File: src/rtl/sram_pkg.sv
// Shared types and constants for the async-SRAM bus controller.
package sram_pkg;
  localparam int SRAM_ADDR_W       = 20;
  localparam int SRAM_RD_WAIT_DEF  = 2;
  localparam int SRAM_WR_PULSE_DEF = 2;
  localparam logic [3:0] SRAM_IDLE_BE_N = 4'hF;

  typedef logic [31:0]            Word_t;
  typedef logic [3:0]             ByteMask_t;
  typedef logic [SRAM_ADDR_W-1:0] SramAddr_t;

  typedef enum logic [2:0] {
    S_IDLE, S_RD, S_RD2, S_WR_SETUP, S_WR_PULSE, S_DONE
  } SramState_t;
endpackage

File: src/rtl/sram_wait_timer.sv
// Loadable down-counter. done is high while the count is zero, so loading
// N-1 gives an N-cycle phase.
module sram_wait_timer #(
  parameter int CNT_W = 8
) (
  input  logic             clk,
  input  logic             rst_n,
  input  logic             load,
  input  logic [CNT_W-1:0] load_val,
  output logic             done
);
  logic [CNT_W-1:0] cnt_q, cnt_d;

  always_comb begin
    cnt_d = cnt_q;
    if (load)               cnt_d = load_val;
    else if (cnt_q != '0)   cnt_d = cnt_q - CNT_W'(1);
  end

  always_ff @(posedge clk or negedge rst_n)
    if (!rst_n) cnt_q <= '0;
    else        cnt_q <= cnt_d;

  assign done = (cnt_q == '0);
endmodule

File: src/rtl/sram_bus_ctrl.sv
// Bus slave driving timed async-SRAM read/write cycles.
// Optional SRAM_DUAL_READ_EN: each read also fetches the next word into bus_data_rd_2.
module sram_bus_ctrl
  import sram_pkg::*;
#(
  parameter int RD_WAIT  = SRAM_RD_WAIT_DEF,
  parameter int WR_PULSE = SRAM_WR_PULSE_DEF,
  parameter int ADDR_W   = SRAM_ADDR_W
) (
  input  logic              clk,
  input  logic              rst_n,
  input  logic [31:0]       bus_address,
  input  logic              bus_read,
  input  logic              bus_write,
  input  logic [31:0]       bus_data_wr,
  input  logic [3:0]        bus_mask,
  output logic              bus_stall,
  output logic [31:0]       bus_data_rd,
  output logic [31:0]       bus_data_rd_2,
  output logic [ADDR_W-1:0] sram_address,
  output logic [31:0]       sram_data_o,
  output logic              sram_data_oe,
  input  logic [31:0]       sram_data_i,
  output logic [3:0]        sram_be_n,
  output logic              sram_ce_n,
  output logic              sram_oe_n,
  output logic              sram_we_n
);
  localparam int CNT_W = 8;

  SramState_t       state_q, state_d;
  logic [ADDR_W-1:0] addr_q, addr_d;
  Word_t            data_q, data_d;
  ByteMask_t        mask_q, mask_d;
  logic             wr_q, wr_d;
  Word_t            rd_q, rd_d;
  logic             tmr_load, tmr_done;
  logic [CNT_W-1:0] tmr_val;
  logic             unused_addr;

  assign unused_addr = ^{bus_address[31:ADDR_W+2], bus_address[1:0]};

  sram_wait_timer #(.CNT_W(CNT_W)) u_timer (
    .clk(clk), .rst_n(rst_n), .load(tmr_load), .load_val(tmr_val), .done(tmr_done)
  );

`ifdef SRAM_DUAL_READ_EN
  Word_t rd2_q, rd2_d;
`endif

  always_comb begin
    state_d  = state_q;
    addr_d   = addr_q;
    data_d   = data_q;
    mask_d   = mask_q;
    wr_d     = wr_q;
    rd_d     = rd_q;
    tmr_load = 1'b0;
    tmr_val  = '0;
`ifdef SRAM_DUAL_READ_EN
    rd2_d    = rd2_q;
`endif
    case (state_q)
      S_IDLE: begin
        // write wins over a simultaneous read
        if (bus_write) begin
          addr_d  = bus_address[ADDR_W+1:2];
          data_d  = bus_data_wr;
          mask_d  = bus_mask;
          wr_d    = 1'b1;
          state_d = S_WR_SETUP;
        end else if (bus_read) begin
          addr_d   = bus_address[ADDR_W+1:2];
          wr_d     = 1'b0;
          tmr_load = 1'b1;
          tmr_val  = CNT_W'(RD_WAIT - 1);
          state_d  = S_RD;
        end
      end
      S_RD: if (tmr_done) begin
        rd_d = sram_data_i;
`ifdef SRAM_DUAL_READ_EN
        tmr_load = 1'b1;
        tmr_val  = CNT_W'(RD_WAIT - 1);
        state_d  = S_RD2;
`else
        state_d  = S_DONE;
`endif
      end
`ifdef SRAM_DUAL_READ_EN
      S_RD2: if (tmr_done) begin
        rd2_d   = sram_data_i;
        state_d = S_DONE;
      end
`endif
      S_WR_SETUP: begin
        tmr_load = 1'b1;
        tmr_val  = CNT_W'(WR_PULSE - 1);
        state_d  = S_WR_PULSE;
      end
      S_WR_PULSE: if (tmr_done) state_d = S_DONE;
      S_DONE:     state_d = S_IDLE;
      default:    state_d = S_IDLE;
    endcase
  end

  always_ff @(posedge clk or negedge rst_n)
    if (!rst_n) begin
      state_q <= S_IDLE;
      addr_q  <= '0;
      data_q  <= '0;
      mask_q  <= '0;
      wr_q    <= 1'b0;
      rd_q    <= '0;
    end else begin
      state_q <= state_d;
      addr_q  <= addr_d;
      data_q  <= data_d;
      mask_q  <= mask_d;
      wr_q    <= wr_d;
      rd_q    <= rd_d;
    end

`ifdef SRAM_DUAL_READ_EN
  always_ff @(posedge clk or negedge rst_n)
    if (!rst_n) rd2_q <= '0;
    else        rd2_q <= rd2_d;
  assign bus_data_rd_2 = rd2_q;
`else
  assign bus_data_rd_2 = '0;
`endif

  // Pin strobes decode straight from state so an async reset releases them at once.
  always_comb begin
    sram_ce_n    = 1'b1;
    sram_oe_n    = 1'b1;
    sram_we_n    = 1'b1;
    sram_be_n    = SRAM_IDLE_BE_N;
    sram_data_oe = 1'b0;
    case (state_q)
      S_RD, S_RD2: begin
        sram_ce_n = 1'b0;
        sram_oe_n = 1'b0;
        sram_be_n = 4'h0;
      end
      S_WR_SETUP: begin
        sram_ce_n    = 1'b0;
        sram_data_oe = 1'b1;
        sram_be_n    = ~mask_q;
      end
      S_WR_PULSE: begin
        sram_ce_n    = 1'b0;
        sram_we_n    = 1'b0;
        sram_data_oe = 1'b1;
        sram_be_n    = ~mask_q;
      end
      S_DONE:  sram_data_oe = wr_q;
      default: ;
    endcase
  end

  assign sram_address = (state_q == S_RD2) ? addr_q + ADDR_W'(1) : addr_q;
  assign sram_data_o  = data_q;
  assign bus_data_rd  = rd_q;
  assign bus_stall    = (bus_read | bus_write) && (state_q != S_DONE);
endmodule

File: config.mk
export PLATFORM = sky130hd
export DESIGN_NAME = sram_bus_ctrl
export DESIGN_NICKNAME = d
export VERILOG_FILES = /design/src/rtl/sram_pkg.sv /design/src/rtl/sram_wait_timer.sv /design/src/rtl/sram_bus_ctrl.sv
export SDC_FILE = /design/constraint.sdc
export NUM_CORES = 1
export LEC_CHECK = 0
export ABC_AREA = 1
export BUFFER_PORTS_ARGS = -buffer_cell sky130_fd_sc_hd__buf_2
export CAP_MARGIN = 5
export CORE_ASPECT_RATIO = 0.9
export CORE_UTILIZATION = 47
export DETAILED_ROUTE_END_ITERATION = 8
export GPL_TIMING_DRIVEN = 0
export HOLD_SLACK_MARGIN = 0.1
export PLACE_DENSITY = 0.8
export SYNTH_ARGS = -nofsm -noshare
export SYNTH_HDL_FRONTEND = slang
export SYNTH_HIERARCHICAL = 1
export SYNTH_SLANG_ARGS = --single-unit
File: constraint.sdc
create_clock -name clk -period 2.1 [get_ports clk]
set_clock_uncertainty 0.1 [all_clocks]
set_input_delay 0.21 -clock clk [delete_from_list [all_inputs] [get_ports clk]]
set_output_delay 0.21 -clock clk [all_outputs]
set_load 0.02 [all_outputs]
Yosys cells after proc, flatten, opt, wreduce, memory -nomap -nowiden

Index checks and enable logic that the tools add are counted.

Register bits: 100
Output and inout bits: 125

Add/sub/neg operators: 2
Equal/unequal tests: 8
Multiplexer cells: 22
Bitwise gates (word level): 2
Reduce and logical (&&, ||, !) cells: 14

Operators with widths:

| cell                  | count |
|---|---|
| $mux 20               | 3 |
| $add 20x1->20 const B | 1 |
| $mux 8                | 2 |
| $mux 1                | 9 |
| $mux 3                | 3 |
| $pmux 3 s3            | 1 |
| $logic_not 8->1       | 1 |
| $pmux 4 s2            | 1 |
| $reduce_and 2->1      | 4 |
| $reduce_bool 8->1     | 1 |
| $sub 8x1->8 const B   | 1 |
| $eq 3x2->1 const B    | 2 |
| $eq 3x3->1 const B    | 2 |
| $ne 3x3->1 const B    | 2 |
| $pmux 1 s2            | 3 |
| $reduce_or 2->1       | 3 |
| $not 4->4             | 1 |
| $reduce_bool 2->1     | 2 |
| $reduce_or 4->1       | 1 |
| $eq 3x1->1 const B    | 1 |
| $logic_not 3->1       | 1 |
| $ne 2x1->1 const B    | 1 |
| $logic_and 1x1->1     | 1 |
| $or 1x1->1            | 1 |

Logic depth before layout (Yosys ltp)

Word-level depth: 4
Gate-level depth with buffers: 10
Gate-level depth less buffers: 9

Hierarchy

The synthesis kept the hierarchy.

By module, submodules not included:

| module          | times used | cells an instance | area an instance (um^2) |
|---|---|---|---|
| sram_bus_ctrl   | 1          | 493               | 4536.9 |
| sram_wait_timer | 1          | 71                | 513.0 |

Worst setup path before layout

OpenSTA, ideal clock, no wires.

Path type: register to register
Start point: register u_timer.cnt_q[0]
End point: register rd_q[10] (netlist: bus_data_rd[10])
Arrival: 1.551 ns
Setup slack: 0.324 ns
Stages on the path, launching flop included: 8
Buffers on the path: 1
Period minus slack after synthesis: 1.776 ns
Cell sequence: dfrtp_1 -> inv_1 -> ha_1 -> nand2_2 -> nor2_4 -> nand3_4 -> buf_6 -> mux2_4

Longest elaborated chain between the ends: 2

RTL lines:

| item                       | line                  | source |
|---|---|---|
| start, declared            | sram_wait_timer.sv:12 | `logic [CNT_W-1:0] cnt_q, cnt_d;` |
| start signal, assigned     | sram_wait_timer.sv:22 | `else cnt_q <= cnt_d;` |
| $logic_not 8->1            | sram_wait_timer.sv:24 | `assign done = (cnt_q == '0);` |
| named net tmr_done         | sram_bus_ctrl.sv:37   | `logic tmr_load, tmr_done;` |
| $reduce_and 2->1 (no line) | --                    |  |
| end signal, assigned       | sram_bus_ctrl.sv:121  | `rd_q <= rd_d;` |
| end, declared              | sram_bus_ctrl.sv:36   | `Word_t rd_q, rd_d;` |

The timed path passes the listed nets, and every way through them passes these cells.
A chain may end at the register's enable or synchronous reset.

Final worst setup path

Start point: register addr_q[1]
End point: output port sram_address[6]

Longest elaborated chain between the ends: 2

RTL lines:

| item                   | line                 | source |
|---|---|---|
| start, declared        | sram_bus_ctrl.sv:32  | `logic [ADDR_W-1:0] addr_q, addr_d;` |
| start signal, assigned | sram_bus_ctrl.sv:117 | `addr_q <= addr_d;` |
| $add 20x1->20          | sram_bus_ctrl.sv:162 | `assign sram_address = (state_q == S_RD2) ? addr_q + ADDR_W'(1) : addr_q;` |
| $mux 20                | sram_bus_ctrl.sv:162 |  |
| end, declared          | sram_bus_ctrl.sv:20  | `output logic [ADDR_W-1:0] sram_address,` |

Every way passes these cells.

==> results.rst <==
.. list-table::
   :header-rows: 1

   * - Metric
     - Value
   * - Outcome
     - complete, but fails checks
   * - Failing checks
     - design-rule violations
   * - Drc violations
     - 32
   * - Relative contribution of combinational cells to total power
     - 0.507
   * - Sequential element share of the synthesized area
     - 0.496
   * - Internal portion of total power
     - roughly 0.0058 W
   * - Fraction of the cycle the final worst path needs
     - 0.992
   * - Number of warnings reported in the yosys synthesis log
     - 6
   * - Max Transition Viols Final
     - 0
   * - Total vias in the final route
     - 5016
   * - Number of search-and-repair iterations in the first detailed-routing pass
     - 7
   * - Achievable Freq
     - 480 MHz
   * - GRT Util Overall
     - 0.291
   * - Nets
     - 1001
   * - Highest routing layer actually used
     - met4
   * - Largest buffer count on any clock path
     - 2
   * - TritonCTS clock tree
     - built
   * - Reported max-cap violation count
     - 0
   * - Number of endpoints failing setup at the final stage
     - 0
   * - Critical path type
     - reg -> out
   * - Initial core utilization
     - 0.489
   * - Shortest clock period the worst path allows after layout
     - 2080 ps
   * - Initial antenna violation count
     - 0
   * - Area of the die
     - 11200 um2
   * - Worst IR Drop VDD
     - 0.000793 V
   * - Maximum net fanout on the critical path
     - 4
   * - Proportion of layout cells with a drive suffix above 1
     - 0.367
   * - Vias per cell
     - a little under 5
   * - Share of synthesized registers carrying an async set or reset
     - 1.00
   * - Crit end category
     - output pin
   * - Cells after synthesis
     - 564
   * - Half-perimeter wire length after detailed placement
     - between 9000 and 10000 um
   * - WP data arrival
     - 1770 ps
   * - Share of total power in the clock network
     - 0.152
   * - Post-layout worst setup margin
     - 17.8 ps
   * - Count of input and output buffers
     - 184
   * - Routability-driven placement congestion ratio
     - 0.912
   * - Routed length on met1
     - 5970 um
   * - Layout fillers
     - approximately 710
   * - Final WL
     - 15900 um
   * - Area of the placeable core
     - 10300 um2
   * - Congestion Overflow GR
     - 0
   * - Routed len/inst
     - 15.5 um
   * - Switching power total
     - 0.00483 W
   * - Number of DRC markers after the initial detailed-route iteration
     - 320
   * - Instance count along the most critical hold path
     - 5
   * - Cell area after synthesis
     - 5050 um2
   * - P per Cell Area
     - 1390 nW/um2
   * - Number of core rows
     - 35
   * - Number of placed I/O pins
     - 229
   * - Yosys cell types
     - 30
   * - Number of global-route vias before repair
     - 5256
   * - Leak Pwr
     - around 4.2 nW
   * - Commonest register cell after synthesis
     - sky130_fd_sc_hd__dfrtp_1
   * - Switching portion of total power
     - 0.455
   * - Sum of met2 wire segment lengths after detailed routing
     - 8160 um
   * - Met3 Wirelength
     - 1360 um
   * - Clock buffers created by TritonCTS
     - 9
   * - Clock slew seen by the registers of the worst setup and hold paths
     - 70 ps
   * - Reg power frac
     - 0.341
   * - H-Tree Level Count
     - 3
   * - Wire length of the first global-routing pass
     - 25500 um
   * - Setup TNS Final
     - 0 ps
   * - Class of the tightest hold or removal check
     - in -> reg
   * - Diodes inserted
     - 0
   * - Synth-to-Final Area Change
     - 51.4%
   * - Seq cells post-synth
     - 100
   * - Maximum number of pins on one net before global-route repair
     - 68
   * - Hold violation count in the final report
     - 0
   * - Root buffer selected by CTS
     - sky130_fd_sc_hd__clkbuf_16
   * - Chip Height
     - 100 um
   * - Worst setup SP type
     - flip-flop
   * - Count of flip-flops with a built-in enable after synthesis
     - 0
   * - Cell depth of the worst flop-to-flop path
     - 7
   * - Die boundary width
     - 111 um
   * - Avg Inst Size Synth
     - 8.95 um2
   * - Pre-CTS setup slack
     - around 110 ps
   * - Clock sinks
     - 100
   * - Routed Antenna Nets
     - 0
   * - Setup repair after global routing missed its margin
     - yes
   * - Clock insertion delay at the later pin of the skew report
     - 340 ps
   * - Endpoint required time on the critical path
     - 1790 ps
kinds of logic after synthesis:
kind of cell               share of synthesized area
muxes                                         0.0937
xor gates and xnor gates                      0.0243
and+or+nand+nor                                0.255
AOI/OAI and AO/OA                             0.0253
buffers and inverters                          0.101
other                                       0.000743
adders and majority gates                    0.00495
DFF                                            0.496
per-stage QoR:
stage	total power [W]	util	std cells	hold WS, ps	cell area, um2
finish	0.0106	0.740	1028	243	7640
global route	0.0113	0.740	1028	266	7640
CTS	0.0104	0.732	1027	219	7570
detailed placement	0.00853	0.610	916	106	6300
global placement	0.00834	0.607	915	303	6270
floorplan	0.00686	-	602	-186	5190
power by group through the flow:
stage               Sequential [W]  Combinational, W  Clock, W
global placement           0.00354           0.00480         0
detailed placement         0.00358           0.00495         0
floorplan                  0.00422           0.00264         0
finish                     0.00363           0.00539   0.00161
CTS                        0.00357           0.00515   0.00164
global route               0.00373           0.00585   0.00171
Yosys cell counts, drive strengths merged (2+ instances only):
library cell / instances / share of area
nand2: 243 / 0.18
dfrtp: 100 / 0.50
buf: 46 / 0.069
inv: 42 / 0.031
nor2: 34 / 0.035
mux2: 32 / 0.094
o21ai: 18 / 0.020
nand3: 12 / 0.017
nand4: 10 / 0.012
xor2: 9 / 0.016
xnor2: 5 / 0.0087
nand3b: 3 / 0.0045
nor3: 3 / 0.0030
ha: 2 / 0.0050
layer usage:
layer / up-vias / global-route usage
met4: 0 / 0.122
li1: 2342 / -
met5: - / 0
met2: 278 / 0.516
met1: 2353 / 0.336
met3: 43 / 0.0779
critical path: stages, from the launching register on:
cell                      delay (ps)
sky130_fd_sc_hd__dfrtp_1         400
sky130_fd_sc_hd__ha_2            210
sky130_fd_sc_hd__nand3_2          90
sky130_fd_sc_hd__nor2_4          140
sky130_fd_sc_hd__buf_4           120
sky130_fd_sc_hd__nand2_1          50
sky130_fd_sc_hd__xor2_1          180
sky130_fd_sc_hd__inv_1            70
sky130_fd_sc_hd__buf_4           160
final cells by class:
type / count / area, um2 / share of cell area
Clock buffer: 9 / 225 / 0.0295
Timing Repair Buffer: 282 / 1930 / 0.253
Tap cell: 129 / 161 / 0.0211
Multi-Input combinational cell: 414 / 2250 / 0.294
Sequential cell: 100 / 2510 / 0.328
Inverter: 42 / 160 / 0.0209
Buffer: 46 / 350 / 0.0458
Clock inverter: 6 / 61.3 / 0.00802
flip-flops by register name, summed over array words and instances (netlist names):
register,cells
addr_q,20
sram_data_o,32
wr_q,1
state_q,3
mask_q,4
u_timer/cnt_q,8
bus_data_rd,32
timing repair:
item                       in CTS  in global routing
setup endpoints to repair      11                 39
hold buffers                   89                  0
buffers inserted                7                  1
hold endpoints to repair      121                  0
pin swaps                       3                 10
gates resized for setup        11                 28
worst paths after layout:
check | start | to | slack, ps
max in group asynchronous | rst_n | bus_data_rd[1]$_DFFE_PN0P_ | 900
setup / recovery | addr_q[1]$_DFFE_PN0P_ | sram_address[6] | 20
hold reg to reg | sram_data_o[8]$_DFFE_PN0P_ | sram_data_o[8]$_DFFE_PN0P_ | 380
hold / removal | bus_write | sram_data_o[19]$_DFFE_PN0P_ | 240
setup reg to reg | u_timer/cnt_q[0]$_DFFE_PN0P_ | bus_data_rd[23]$_DFFE_PN0P_ | 160
min in group asynchronous | rst_n | mask_q[2]$_DFFE_PN0P_ | 300
cell usage in the layout (no fill, tap or decap), types with 2 or more instances in the layout:
cell and instances:
sky130_fd_sc_hd__nand2_1 234, sky130_fd_sc_hd__buf_2 182, sky130_fd_sc_hd__dfrtp_1 97, sky130_fd_sc_hd__dlygate4sd3_1 89
sky130_fd_sc_hd__buf_4 47, sky130_fd_sc_hd__conb_1 39, sky130_fd_sc_hd__inv_1 33, sky130_fd_sc_hd__mux2_4 30
sky130_fd_sc_hd__nor2_1 21, sky130_fd_sc_hd__o21ai_0 11, sky130_fd_sc_hd__nand4_1 10, sky130_fd_sc_hd__nor2_4 9
sky130_fd_sc_hd__xor2_1 9, sky130_fd_sc_hd__buf_6 9, sky130_fd_sc_hd__clkbuf_16 9, sky130_fd_sc_hd__nand2_2 8
sky130_fd_sc_hd__inv_2 8, sky130_fd_sc_hd__nand3_1 8, sky130_fd_sc_hd__o21ai_1 4, sky130_fd_sc_hd__nor2_2 4
sky130_fd_sc_hd__xnor2_1 4, sky130_fd_sc_hd__nor3_1 3, sky130_fd_sc_hd__nand3b_1 3, sky130_fd_sc_hd__dfrtp_2 3
sky130_fd_sc_hd__o21ai_2 3, sky130_fd_sc_hd__nand3_4 2, sky130_fd_sc_hd__nand3_2 2, sky130_fd_sc_hd__mux2_2 2
sky130_fd_sc_hd__ha_2 2, sky130_fd_sc_hd__clkinv_4 2
Note: power is estimated with default switching activity, not from simulation.
